## config.mk

```make
export PLATFORM = sky130hd
export DESIGN_NAME = bid_round_seq
export DESIGN_NICKNAME = d
export VERILOG_FILES = /design/src/rtl/bids22_pkg.sv /design/src/rtl/bid_cycle_timer.sv /design/src/rtl/bid_round_seq.sv
export SDC_FILE = /design/constraint.sdc
export NUM_CORES = 1
export LEC_CHECK = 0
export BUFFER_PORTS_ARGS = -buffer_cell sky130_fd_sc_hd__buf_2
export CAP_MARGIN = 40
export CORE_MARGIN = 5
export CORE_UTILIZATION = 57
export DETAILED_ROUTE_END_ITERATION = 10
export PLACE_DENSITY = 0.91
export REMOVE_ABC_BUFFERS = 1
export SLEW_MARGIN = 20
export SYNTH_ARGS = -nofsm -noshare
export SYNTH_HDL_FRONTEND = slang
export SYNTH_SLANG_ARGS = --single-unit
```

## constraint.sdc

```tcl
create_clock -name clk -period 3.4 [get_ports clk]
set_clock_uncertainty 0.2 [all_clocks]
set_input_delay 0.17 -clock clk [delete_from_list [all_inputs] [get_ports clk]]
set_output_delay 0.17 -clock clk [all_outputs]
set_load 0.01 [all_outputs]
```

## src/rtl/bids22_pkg.sv

```systemverilog
`default_nettype none
// ============================================================================
// Module      : bids22_pkg
// Description : Shared encodings for the bid round sequencer: auction-unit
//               opcodes, sequencer states, fail causes and winner codes,
//               plus helpers for the fixed op order and winner encoding.
// Revision    : 1.0 - initial release
// ============================================================================
package bids22_pkg;

  typedef enum logic [3:0] {
    OP_NOOP       = 4'd0,
    OP_UNLOCK     = 4'd1,
    OP_LOCK       = 4'd2,
    OP_LOAD_X     = 4'd3,
    OP_LOAD_Y     = 4'd4,
    OP_LOAD_Z     = 4'd5,
    OP_SET_MASK   = 4'd6,
    OP_SET_TIMER  = 4'd7,
    OP_BID_CHARGE = 4'd8
  } op_e;

  typedef enum logic [3:0] {
    ST_IDLE     = 4'd0,
    ST_WAIT_RDY = 4'd1,
    ST_ISSUE    = 4'd2,
    ST_CHECK    = 4'd3,
    ST_RUN      = 4'd4,
    ST_CLOSE    = 4'd5,
    ST_WAIT_RES = 4'd6,
    ST_DONE     = 4'd7,
    ST_FAIL     = 4'd8
  } state_e;

  localparam logic [1:0] c_fail_none          = 2'b00;
  localparam logic [1:0] c_fail_err           = 2'b01;
  localparam logic [1:0] c_fail_op_timeout    = 2'b10;
  localparam logic [1:0] c_fail_round_timeout = 2'b11;

  localparam logic [1:0] c_win_none = 2'd0;
  localparam logic [1:0] c_win_x    = 2'd1;
  localparam logic [1:0] c_win_y    = 2'd2;
  localparam logic [1:0] c_win_z    = 2'd3;

  localparam logic [2:0] c_last_op_idx = 3'd7;

  // Fixed configuration order: Unlock, X, Y, Z, mask, timer, cost, Lock.
  function automatic op_e op_at(input logic [2:0] idx);
    op_e op;
    case (idx)
      3'd0:    op = OP_UNLOCK;
      3'd1:    op = OP_LOAD_X;
      3'd2:    op = OP_LOAD_Y;
      3'd3:    op = OP_LOAD_Z;
      3'd4:    op = OP_SET_MASK;
      3'd5:    op = OP_SET_TIMER;
      3'd6:    op = OP_BID_CHARGE;
      default: op = OP_LOCK;
    endcase
    return op;
  endfunction

  // More than one winner flag is reported as "no winner" (duplicate).
  function automatic logic [1:0] encode_winner(input logic x, input logic y, input logic z);
    logic [1:0] code;
    case ({x, y, z})
      3'b100:  code = c_win_x;
      3'b010:  code = c_win_y;
      3'b001:  code = c_win_z;
      default: code = c_win_none;
    endcase
    return code;
  endfunction

endpackage
`default_nettype wire

```

## src/rtl/bid_cycle_timer.sv

```systemverilog
`default_nettype none
// ============================================================================
// Module      : bid_cycle_timer
// Description : 32-bit cycle counter. load has priority and sets the count
//               to load_val; en steps it one cycle. Counting down it stops
//               at zero, counting up it stops at all-ones, so it never wraps.
//               flag: down -> count == LIMIT, up -> count >= LIMIT.
// Ports       : clk, reset_n (async active-low), load, load_val[31:0], en,
//               flag
// Revision    : 1.0 - initial release
// ============================================================================
module bid_cycle_timer #(
  parameter bit          COUNT_UP = 1'b0,
  parameter int unsigned LIMIT    = 0
) (
  input  logic        clk,
  input  logic        reset_n,
  input  logic        load,
  input  logic [31:0] load_val,
  input  logic        en,
  output logic        flag
);

  logic [31:0] r_count;

  generate
    if (COUNT_UP) begin : g_up
      always_ff @(posedge clk or negedge reset_n) begin
        if (!reset_n)                          r_count <= 32'd0;
        else if (load)                         r_count <= load_val;
        else if (en && (r_count != 32'hFFFF_FFFF)) r_count <= r_count + 32'd1;
      end
      assign flag = (r_count >= 32'(LIMIT));
    end else begin : g_down
      always_ff @(posedge clk or negedge reset_n) begin
        if (!reset_n)                     r_count <= 32'd0;
        else if (load)                    r_count <= load_val;
        else if (en && (r_count != 32'd0)) r_count <= r_count - 32'd1;
      end
      assign flag = (r_count == 32'(LIMIT));
    end
  endgenerate

endmodule
`default_nettype wire

```

## src/rtl/bid_round_seq.sv

```systemverilog
`default_nettype none
// ============================================================================
// Module      : bid_round_seq
// Description : Runs one auction round: latches a configuration, issues the
//               eight configuration ops to the auction unit (each gated on
//               ready and checked for err), holds C_start for the round
//               length, then waits for roundOver and captures the result.
// Ports       : clk, reset_n (async active-low)
//               cfg_valid/cfg_ready, cfg_key/xval/yval/zval/mask/timer/cost
//               C_op[3:0], C_data[31:0], C_start      -> auction unit
//               ready, err[1:0], roundOver, maxBid, X/Y/Z_win <- auction unit
//               busy, done, fail, fail_code[1:0], res_winner[1:0], res_max
// Revision    : 1.0 - initial release
// ============================================================================
module bid_round_seq
  import bids22_pkg::*;
#(
  parameter int unsigned ROUND_TIMEOUT = 1024,
  parameter int unsigned OP_TIMEOUT    = 64
) (
  input  logic        clk,
  input  logic        reset_n,
  input  logic        cfg_valid,
  output logic        cfg_ready,
  input  logic [31:0] cfg_key,
  input  logic [31:0] cfg_xval,
  input  logic [31:0] cfg_yval,
  input  logic [31:0] cfg_zval,
  input  logic [2:0]  cfg_mask,
  input  logic [31:0] cfg_timer,
  input  logic [31:0] cfg_cost,
  output logic [3:0]  C_op,
  output logic [31:0] C_data,
  output logic        C_start,
  input  logic        ready,
  input  logic [1:0]  err,
  input  logic        roundOver,
  input  logic [31:0] maxBid,
  input  logic        X_win,
  input  logic        Y_win,
  input  logic        Z_win,
  output logic        busy,
  output logic        done,
  output logic        fail,
  output logic [1:0]  fail_code,
  output logic [1:0]  res_winner,
  output logic [31:0] res_max
);

  state_e      r_state;
  logic [2:0]  r_op_idx;
  op_e         r_c_op;
  logic [31:0] r_c_data;
  logic        r_c_start;
  logic        r_done;
  logic        r_fail;
  logic [1:0]  r_fail_code;
  logic [1:0]  r_res_winner;
  logic [31:0] r_res_max;

  logic [31:0] r_cfg_key, r_cfg_xval, r_cfg_yval, r_cfg_zval;
  logic [31:0] r_cfg_timer, r_cfg_cost;
  logic [2:0]  r_cfg_mask;

  logic [31:0] w_op_data;
  logic [31:0] w_run_load_val;
  logic        w_run_zero;
  logic        w_op_expired;
  logic        w_round_expired;

  always_comb begin
    w_op_data = 32'd0;
    case (r_op_idx)
      3'd0:    w_op_data = r_cfg_key;
      3'd1:    w_op_data = r_cfg_xval;
      3'd2:    w_op_data = r_cfg_yval;
      3'd3:    w_op_data = r_cfg_zval;
      3'd4:    w_op_data = {29'b0, r_cfg_mask};
      3'd5:    w_op_data = r_cfg_timer;
      3'd6:    w_op_data = r_cfg_cost;
      default: w_op_data = r_cfg_key;
    endcase
  end

  // Round length is max(timer,1); the down-counter is loaded with length-1
  // so RUN exits on the cycle the counter sits at zero.
  assign w_run_load_val = (r_cfg_timer == 32'd0) ? 32'd0 : (r_cfg_timer - 32'd1);

  // Each timer is held loaded outside its owning state, so it restarts
  // from its initial value every time that state is entered.
  bid_cycle_timer #(.COUNT_UP(1'b0), .LIMIT(0)) u_run_timer (
    .clk      (clk),
    .reset_n  (reset_n),
    .load     (r_state != ST_RUN),
    .load_val (w_run_load_val),
    .en       (r_state == ST_RUN),
    .flag     (w_run_zero)
  );

  bid_cycle_timer #(.COUNT_UP(1'b1), .LIMIT(OP_TIMEOUT)) u_op_timer (
    .clk      (clk),
    .reset_n  (reset_n),
    .load     (r_state != ST_WAIT_RDY),
    .load_val (32'd0),
    .en       (r_state == ST_WAIT_RDY),
    .flag     (w_op_expired)
  );

  bid_cycle_timer #(.COUNT_UP(1'b1), .LIMIT(ROUND_TIMEOUT)) u_round_timer (
    .clk      (clk),
    .reset_n  (reset_n),
    .load     (r_state != ST_WAIT_RES),
    .load_val (32'd0),
    .en       (r_state == ST_WAIT_RES),
    .flag     (w_round_expired)
  );

  // C_start is a plain async-reset flop, so reset drops it without a clock.
  always_ff @(posedge clk or negedge reset_n) begin
    if (!reset_n) begin
      r_state      <= ST_IDLE;
      r_op_idx     <= 3'd0;
      r_c_op       <= OP_NOOP;
      r_c_data     <= 32'd0;
      r_c_start    <= 1'b0;
      r_done       <= 1'b0;
      r_fail       <= 1'b0;
      r_fail_code  <= c_fail_none;
      r_res_winner <= c_win_none;
      r_res_max    <= 32'd0;
      r_cfg_key    <= 32'd0;
      r_cfg_xval   <= 32'd0;
      r_cfg_yval   <= 32'd0;
      r_cfg_zval   <= 32'd0;
      r_cfg_mask   <= 3'd0;
      r_cfg_timer  <= 32'd0;
      r_cfg_cost   <= 32'd0;
    end else begin
      r_done <= 1'b0;
      r_fail <= 1'b0;
      case (r_state)
        ST_IDLE: begin
          if (cfg_valid) begin
            r_cfg_key   <= cfg_key;
            r_cfg_xval  <= cfg_xval;
            r_cfg_yval  <= cfg_yval;
            r_cfg_zval  <= cfg_zval;
            r_cfg_mask  <= cfg_mask;
            r_cfg_timer <= cfg_timer;
            r_cfg_cost  <= cfg_cost;
            r_op_idx    <= 3'd0;
            r_state     <= ST_WAIT_RDY;
          end
        end
        ST_WAIT_RDY: begin
          if (ready) begin
            r_c_op   <= op_at(r_op_idx);
            r_c_data <= w_op_data;
            r_state  <= ST_ISSUE;
          end else if (w_op_expired) begin
            r_fail      <= 1'b1;
            r_fail_code <= c_fail_op_timeout;
            r_state     <= ST_FAIL;
          end
        end
        ST_ISSUE: begin
          r_c_op   <= OP_NOOP;
          r_c_data <= 32'd0;
          r_state  <= ST_CHECK;
        end
        ST_CHECK: begin
          if (err != 2'b00) begin
            r_fail      <= 1'b1;
            r_fail_code <= c_fail_err;
            r_state     <= ST_FAIL;
          end else if (r_op_idx == c_last_op_idx) begin
            r_c_start <= 1'b1;
            r_state   <= ST_RUN;
          end else begin
            r_op_idx <= r_op_idx + 3'd1;
            r_state  <= ST_WAIT_RDY;
          end
        end
        ST_RUN: begin
          if (w_run_zero) begin
            r_c_start <= 1'b0;
            r_state   <= ST_CLOSE;
          end
        end
        ST_CLOSE: r_state <= ST_WAIT_RES;
        ST_WAIT_RES: begin
          if (roundOver) begin
            r_res_max    <= maxBid;
            r_res_winner <= encode_winner(X_win, Y_win, Z_win);
            r_done       <= 1'b1;
            r_state      <= ST_DONE;
          end else if (w_round_expired) begin
            r_fail      <= 1'b1;
            r_fail_code <= c_fail_round_timeout;
            r_state     <= ST_FAIL;
          end
        end
        ST_DONE: r_state <= ST_IDLE;
        ST_FAIL: r_state <= ST_IDLE;
        default: r_state <= ST_IDLE;
      endcase
    end
  end

  assign cfg_ready  = (r_state == ST_IDLE);
  assign busy       = (r_state != ST_IDLE);
  assign C_op       = r_c_op;
  assign C_data     = r_c_data;
  assign C_start    = r_c_start;
  assign done       = r_done;
  assign fail       = r_fail;
  assign fail_code  = r_fail_code;
  assign res_winner = r_res_winner;
  assign res_max    = r_res_max;

endmodule
`default_nettype wire

```

[Word level (Yosys, flattened, before mapping)]
Index checks and enable logic that the tools add are counted.
Storage, ports and cells
  flip-flop bits (word level): 373
  input port bits: 237
  output and inout bits: 77
  logic and storage cells: 130
Operators by class
  $add $sub $neg: 5
  $lt $le $gt $ge: 2
  equal/unequal tests: 34
  mux-type cells: 45
  reduce and logical (&&, ||, !) cells: 24
Operators by type and width (number)
  32-bit two-way mux: 8
  32-bit one-hot mux with 6 select lines: 1
  32-bit by 1-bit adder with 32-bit output (second input constant): 2
  32-bit logical NOT: 2
  32-bit inequality test (second input constant): 2
  32-bit one-hot mux with 2 select lines: 1
  32-bit by 1-bit subtractor with 32-bit output (second input constant): 2
  4-bit one-hot mux with 7 select lines: 2
  32-bit by 11-bit greater-or-equal comparator with 1-bit output (second input constant): 1
  32-bit by 7-bit greater-or-equal comparator with 1-bit output (second input constant): 1
  4-bit two-way mux: 8
  32-bit nonzero test: 1
  2-bit inequality test (second input constant): 11
  3-bit == test (second input constant): 5
  2-bit nonzero test: 7
  4-bit by 3-bit == test with 1-bit output (second input constant): 3
  3-bit two-way mux: 4
  2-bit one-hot mux with 3 select lines: 2
  4-bit AND reduction: 3
  1-bit two-way mux: 10
  2-bit two-way mux: 5
  3-bit by 2-bit == test with 1-bit output (second input constant): 3
  4-bit by 2-bit == test with 1-bit output (second input constant): 2
  4-bit by 3-bit inequality test with 1-bit output (second input constant): 2
  16 further kinds: 22

[Depth between registers and ports, before layout]
  depth in word-level cells: 4
  depth in mapped cells: 10

[Hierarchy]
From an unflattened synthesis, not the netlist that was laid out.
Unflattened totals
  cells, all modules: 1725
  area total of the unflattened synthesis: 18936.9 sq um
Modules (own cells, without submodules)
  bid_round_seq: instances 1, cells each 990, area each 12559.5 sq um, sequential area each 6931.6 sq um
  bid_cycle_timer (u_round_timer): instances 1, cells each 247, area each 2158.3 sq um, sequential area each 800.8 sq um
  bid_cycle_timer (u_op_timer): instances 1, cells each 254, area each 2152.1 sq um, sequential area each 800.8 sq um
  bid_cycle_timer (u_run_timer): instances 1, cells each 234, area each 2067.0 sq um, sequential area each 800.8 sq um

[Least setup slack after synthesis]
Ideal clock, no wire load.
  kind: flip-flop to flip-flop
  start point: reg r_op_idx[2]
  end point: reg r_c_data[0] (netlist: C_data[0])
  setup time: 0.118 ns
  arrival time: 2.350 ns
  required time: 3.082 ns
  path slack: 0.732 ns
  stages on the path, launching flop included: 10
  cell sequence: dfrtp_1 > clkbuf_1 > clkbuf_1 > buf_1 > inv_1 > ha_1 > clkbuf_1 > a222oi_1 > a31oi_1 > a21o_1
Between the ends
  word-level cells in the longest chain between the ends: 4
  elaborated cells on any way between the ends: 9
  those cells by class: eq/ne (6); mux (3)
RTL lines
  start, declared: RTL line bid_round_seq.sv:51  | logic [2:0] r_op_idx;
  start signal, assigned: RTL line bid_round_seq.sv:180  | r_op_idx <= r_op_idx + 3'd1;
  3-bit == test, or another cell as far along: RTL line bid_round_seq.sv:73  | case (r_op_idx)
  32-bit one-hot mux with 6 select lines (*): RTL line bid_round_seq.sv:73
  32-bit two-way mux (*): RTL line bid_round_seq.sv:156  | if (ready) begin
  32-bit one-hot mux with 2 select lines (*): RTL line bid_round_seq.sv:141  | case (r_state)
  end signal, assigned: RTL line bid_round_seq.sv:158  | r_c_data <= w_op_data;
  end, declared: RTL line bid_round_seq.sv:53  | logic [31:0] r_c_data;
Mark *: on every way between the ends. The rest lies on a longest branch, timed or not. The select of a mux whose other input is x is not followed.
A chain may end at the register's enable or synchronous reset.

[Worst setup path after layout]
  start point: reg r_op_idx[1]
  end point: reg r_c_data[16] (netlist: C_data[16])
The elaborated chain is that of the path after synthesis.

==> impl_metrics.yaml <==
outcome:
  status: "finished, final reports clean"
pwr:
  seq_power_share_pct: 42.1
  p_per_area_mw_per_mm2: 755.2
  combPwrFrac_pct: 32.8
  p_sw_share_pct: 35.80
  ir_worst_vdd_uv: 639.5
  p_int_mw: 11.63
  p_switching_mw: 6.489
  leakagePower_nw: 10.61
  p_clk_share_pct: 25.2
sta:
  hold_viol: 0
  rsz0062_at_grt: "no"
  hold_ws_ns: 0.03699
  finalSetupViolations: 0
  fin_crit_ns: 3.297
  max_slew_margin_pct: 45.31
  max_freq_mhz: 303.3
  slew_viol_final: 0
  worstMarginPinSlew_ns: 0.8183
  min_period_over_period_pct: 96.97
synth:
  synth_ff_type: "dfrtp_1"
  async_flop_share_pct: 100.0
  yosys_warnings: 0
  synth_edf_count: 0
  synth_area_sq_mm: 0.01807
  syn_inst: 1581
  ys_ff_latch: 373
  synth.avg_cell_area_sq_um: 11.43
  yosysSeqAreaShare_pct: 51.66
  synthDistinctLibCells: 66
global_routing:
  grt_antenna_before_repair: 6
  first_global_vias: 17570
  grtUsageMet1_pct: 40.84
  grt_util_all_layers_pct: 34.42
  grt_start_max_net_pins: 94
  grt_pass1_wl_mm: 97.73
  busiest_layer: "met2"
  grtUsageMet2_pct: 58.75
  gr-total-overflow: 0
  met3_usage_pct: 5.957
die:
  core_sq_mm: 0.03139
  fp-row-count: 65
  die_y_um: 188.0
  io_pins: 314
  dieArea_sq_mm: 0.03536
  start_util_pct: 57.55
  fp.dieW_um: 188.0
place:
  dp_cells: 2244
  portBuffers: 313
  hpwl_mm: 34.35
  gp_congestion: 0.9122
  place_area_sq_mm: 0.02020
route:
  ant_nets: 0
  wl_per_cell_um: 24.67
  drt-total-wl_mm: 63.25
  vias: 16760
  drtIter0Drc: 2090
  drc: 0
  vias_per_cell: 6.536
  dr.pass1.iters: 6
finish:
  drive_gt1_share_pct: 33.67
  final_cell_mix: "372 x dfrtp_1, 312 x buf_2, 291 x mux2_2"
  nFillCells: 1751
  final_common_cell: "dfrtp_1"
  final_cells: 2564
  final_nets: 2380
  design_area_sq_mm: 0.02400
  areaGrowthSynthToFinish_pct: 32.83
setup_path:
  end_kind: "flop"
  crit_arrival_ns: 3.51
  crit_path_cell_trace: "inv_1, ha_1, and2_1, or4b_2, buf_12, nand2_1, o21ai_0, o21ai_1"
  critPathMaxStageDelay_ns: 0.92
  path_max_fanout: 47
  critPathBufInv: 2
  crit_slowest_cell: "or4b_2"
  crit_family: "simple AND/OR/NAND/NOR gates"
  start_kind: "flop"
  path_class: "flop to flop"
  cp.required_ns: 3.61
clock_tree:
  clock_latency_ns: 0.56
  cts_tree: "yes"
  clock-sinks: 373
  clk_pin_slew_ns: 0.08
  h-tree-depth: 2
  clockBufferDepth: 3
  cts_root_buf: "clkbuf_16"
  cts_buffers: 40
run:
  maxCapViolations: 0
min_path:
  hp-class: "input pin to async pin"
-- power by group through the flow --
stage | clock network (mW) | logic (mW) | registers (mW)
after global routing | 4.77 | 6.32 | 7.72
after detailed placement | 0 | 5.24 | 7.39
after floorplan | 0 | 3.91 | 7.03
after CTS | 4.48 | 5.55 | 7.35
final | 4.56 | 5.94 | 7.62
after global placement | 0 | 4.92 | 7.24
-- stage by stage --
stage / setup TNS [ns] / power [mW] / worst slack (ns) / utilization [%]
floorplan: -496.78 / 10.94 / -2.396 / -
global placement: 0 / 12.17 / 0.7256 / 64.27
detailed placement: 0 / 12.63 / 0.5685 / 64.36
CTS: 0 / 17.38 / 0.3575 / 76.27
global route: 0 / 18.80 / 0.1441 / 76.45
finish: 0 / 18.12 / 0.1030 / 76.45
-- state kept, by name, indices dropped and copies added (netlist names), 4 cells and up --
name	flops
C_data	32
r_cfg_cost	32
r_cfg_key	32
r_cfg_timer	32
r_cfg_xval	32
r_cfg_yval	32
r_cfg_zval	32
res_max	32
u_op_timer.r_count	32
u_round_timer.r_count	32
u_run_timer.r_count	32
C_op	4
r_state	4
-- timing repair --
item                                   in CTS  in global routing
setup endpoints to repair                   0                  1
endpoints found under the hold margin     327                  0
setup buffers                               0                  0
gates resized for setup                     0                  1
hold buffers                              240                  0
-- logic make-up after synthesis --
family,synth area share [%]
DFF,51.66
buffers and inverters,2.396
xor gates and xnor gates,2.278
and+or+nand+nor,12.32
adders and majority gates,1.108
muxes,18.52
AOI/OAI and AO/OA,11.71
-- worst paths after layout --
| kind | start | endpoint | slack [ns] | cells after the start |
|---|---|---|---|---|
| min in group clk | cfg_key[19] | r_cfg_key[19] | 0.17 | 3 |
| max in group asynchronous | reset_n | r_cfg_timer[20] | 1.95 | 3 |
| worst max register to register | r_op_idx[1] | C_data[16] | 0.10 | 8 |
| worst min register to register | C_data[0] | C_data[0] | 0.30 | 1 |
| worst max-delay path | r_op_idx[1] | C_data[16] | 0.10 | 8 |
| worst min-delay path | reset_n | res_max[20] | 0.04 | 2 |
-- cells in the mapped netlist (3+ instances only) --
library cell  instances  area [sq um]
dfrtp_1             373          9334
mux2_2              291          3277
nand2_1             118         442.9
o21ai_0             104         520.5
clkbuf_1             78         292.8
nor2_1               69         259.0
a21oi_1              49         245.2
nor4_1               41         256.5
nand3_1              34         170.2
xnor2_1              33         289.0
a222oi_1             32         320.3
nand4_1              25         156.4
inv_1                24         90.09
or4_1                24         180.2
or3_1                23         143.9
nor3_1               22         110.1
ha_1                 16         200.2
o31ai_1              16         120.1
o31a_1               15         131.4
o211ai_1             14         105.1
xor2_1               14         122.6
a31oi_1              13         81.33
a22oi_1              11         82.58
and4_1               11         96.34
and3_1                9         56.30
o21a_1                9         67.56
and2_1                8         50.05
nand2b_1              8         50.05
buf_2                 7         35.03
mux2i_1               7         70.07
o22ai_1               7         43.79
o311ai_0              6         52.55
a21o_1                5         37.54
nand4b_1              5         43.79
a211o_1               4         35.03
a41o_1                4         40.04
buf_1                 4         15.01
nor4b_1               4         35.03
o41ai_1               4         35.03
a211oi_1              3         22.52
a22o_1                3         26.28
nand3b_1              3         22.52
nor2b_1               3         18.77
-- layout make-up --
| class | instances | area [sq um] | area share [%] |
|---|---|---|---|
| Antenna cell | 6 | 15.01 | 0.06256 |
| Clock buffer | 57 | 1156 | 4.817 |
| Clock inverter | 14 | 181.4 | 0.7560 |
| Inverter | 24 | 90.09 | 0.3754 |
| Multi-Input combinational cell | 1095 | 8324 | 34.69 |
| Sequential cell | 373 | 9338 | 38.91 |
| Tap cell | 402 | 503.0 | 2.096 |
| Timing Repair Buffer | 593 | 4392 | 18.30 |
-- per-layer routing --
| metal | part of all wire [%] | wire length [um] |
|---|---|---|
| met3 | 8.7 | 5476 |
| met5 | 0 | 0 |
| met2 | 49 | 31300 |
| met4 | 7.3 | 4606 |
| met1 | 35 | 21870 |
Note: power is estimated with default switching activity, not from simulation.
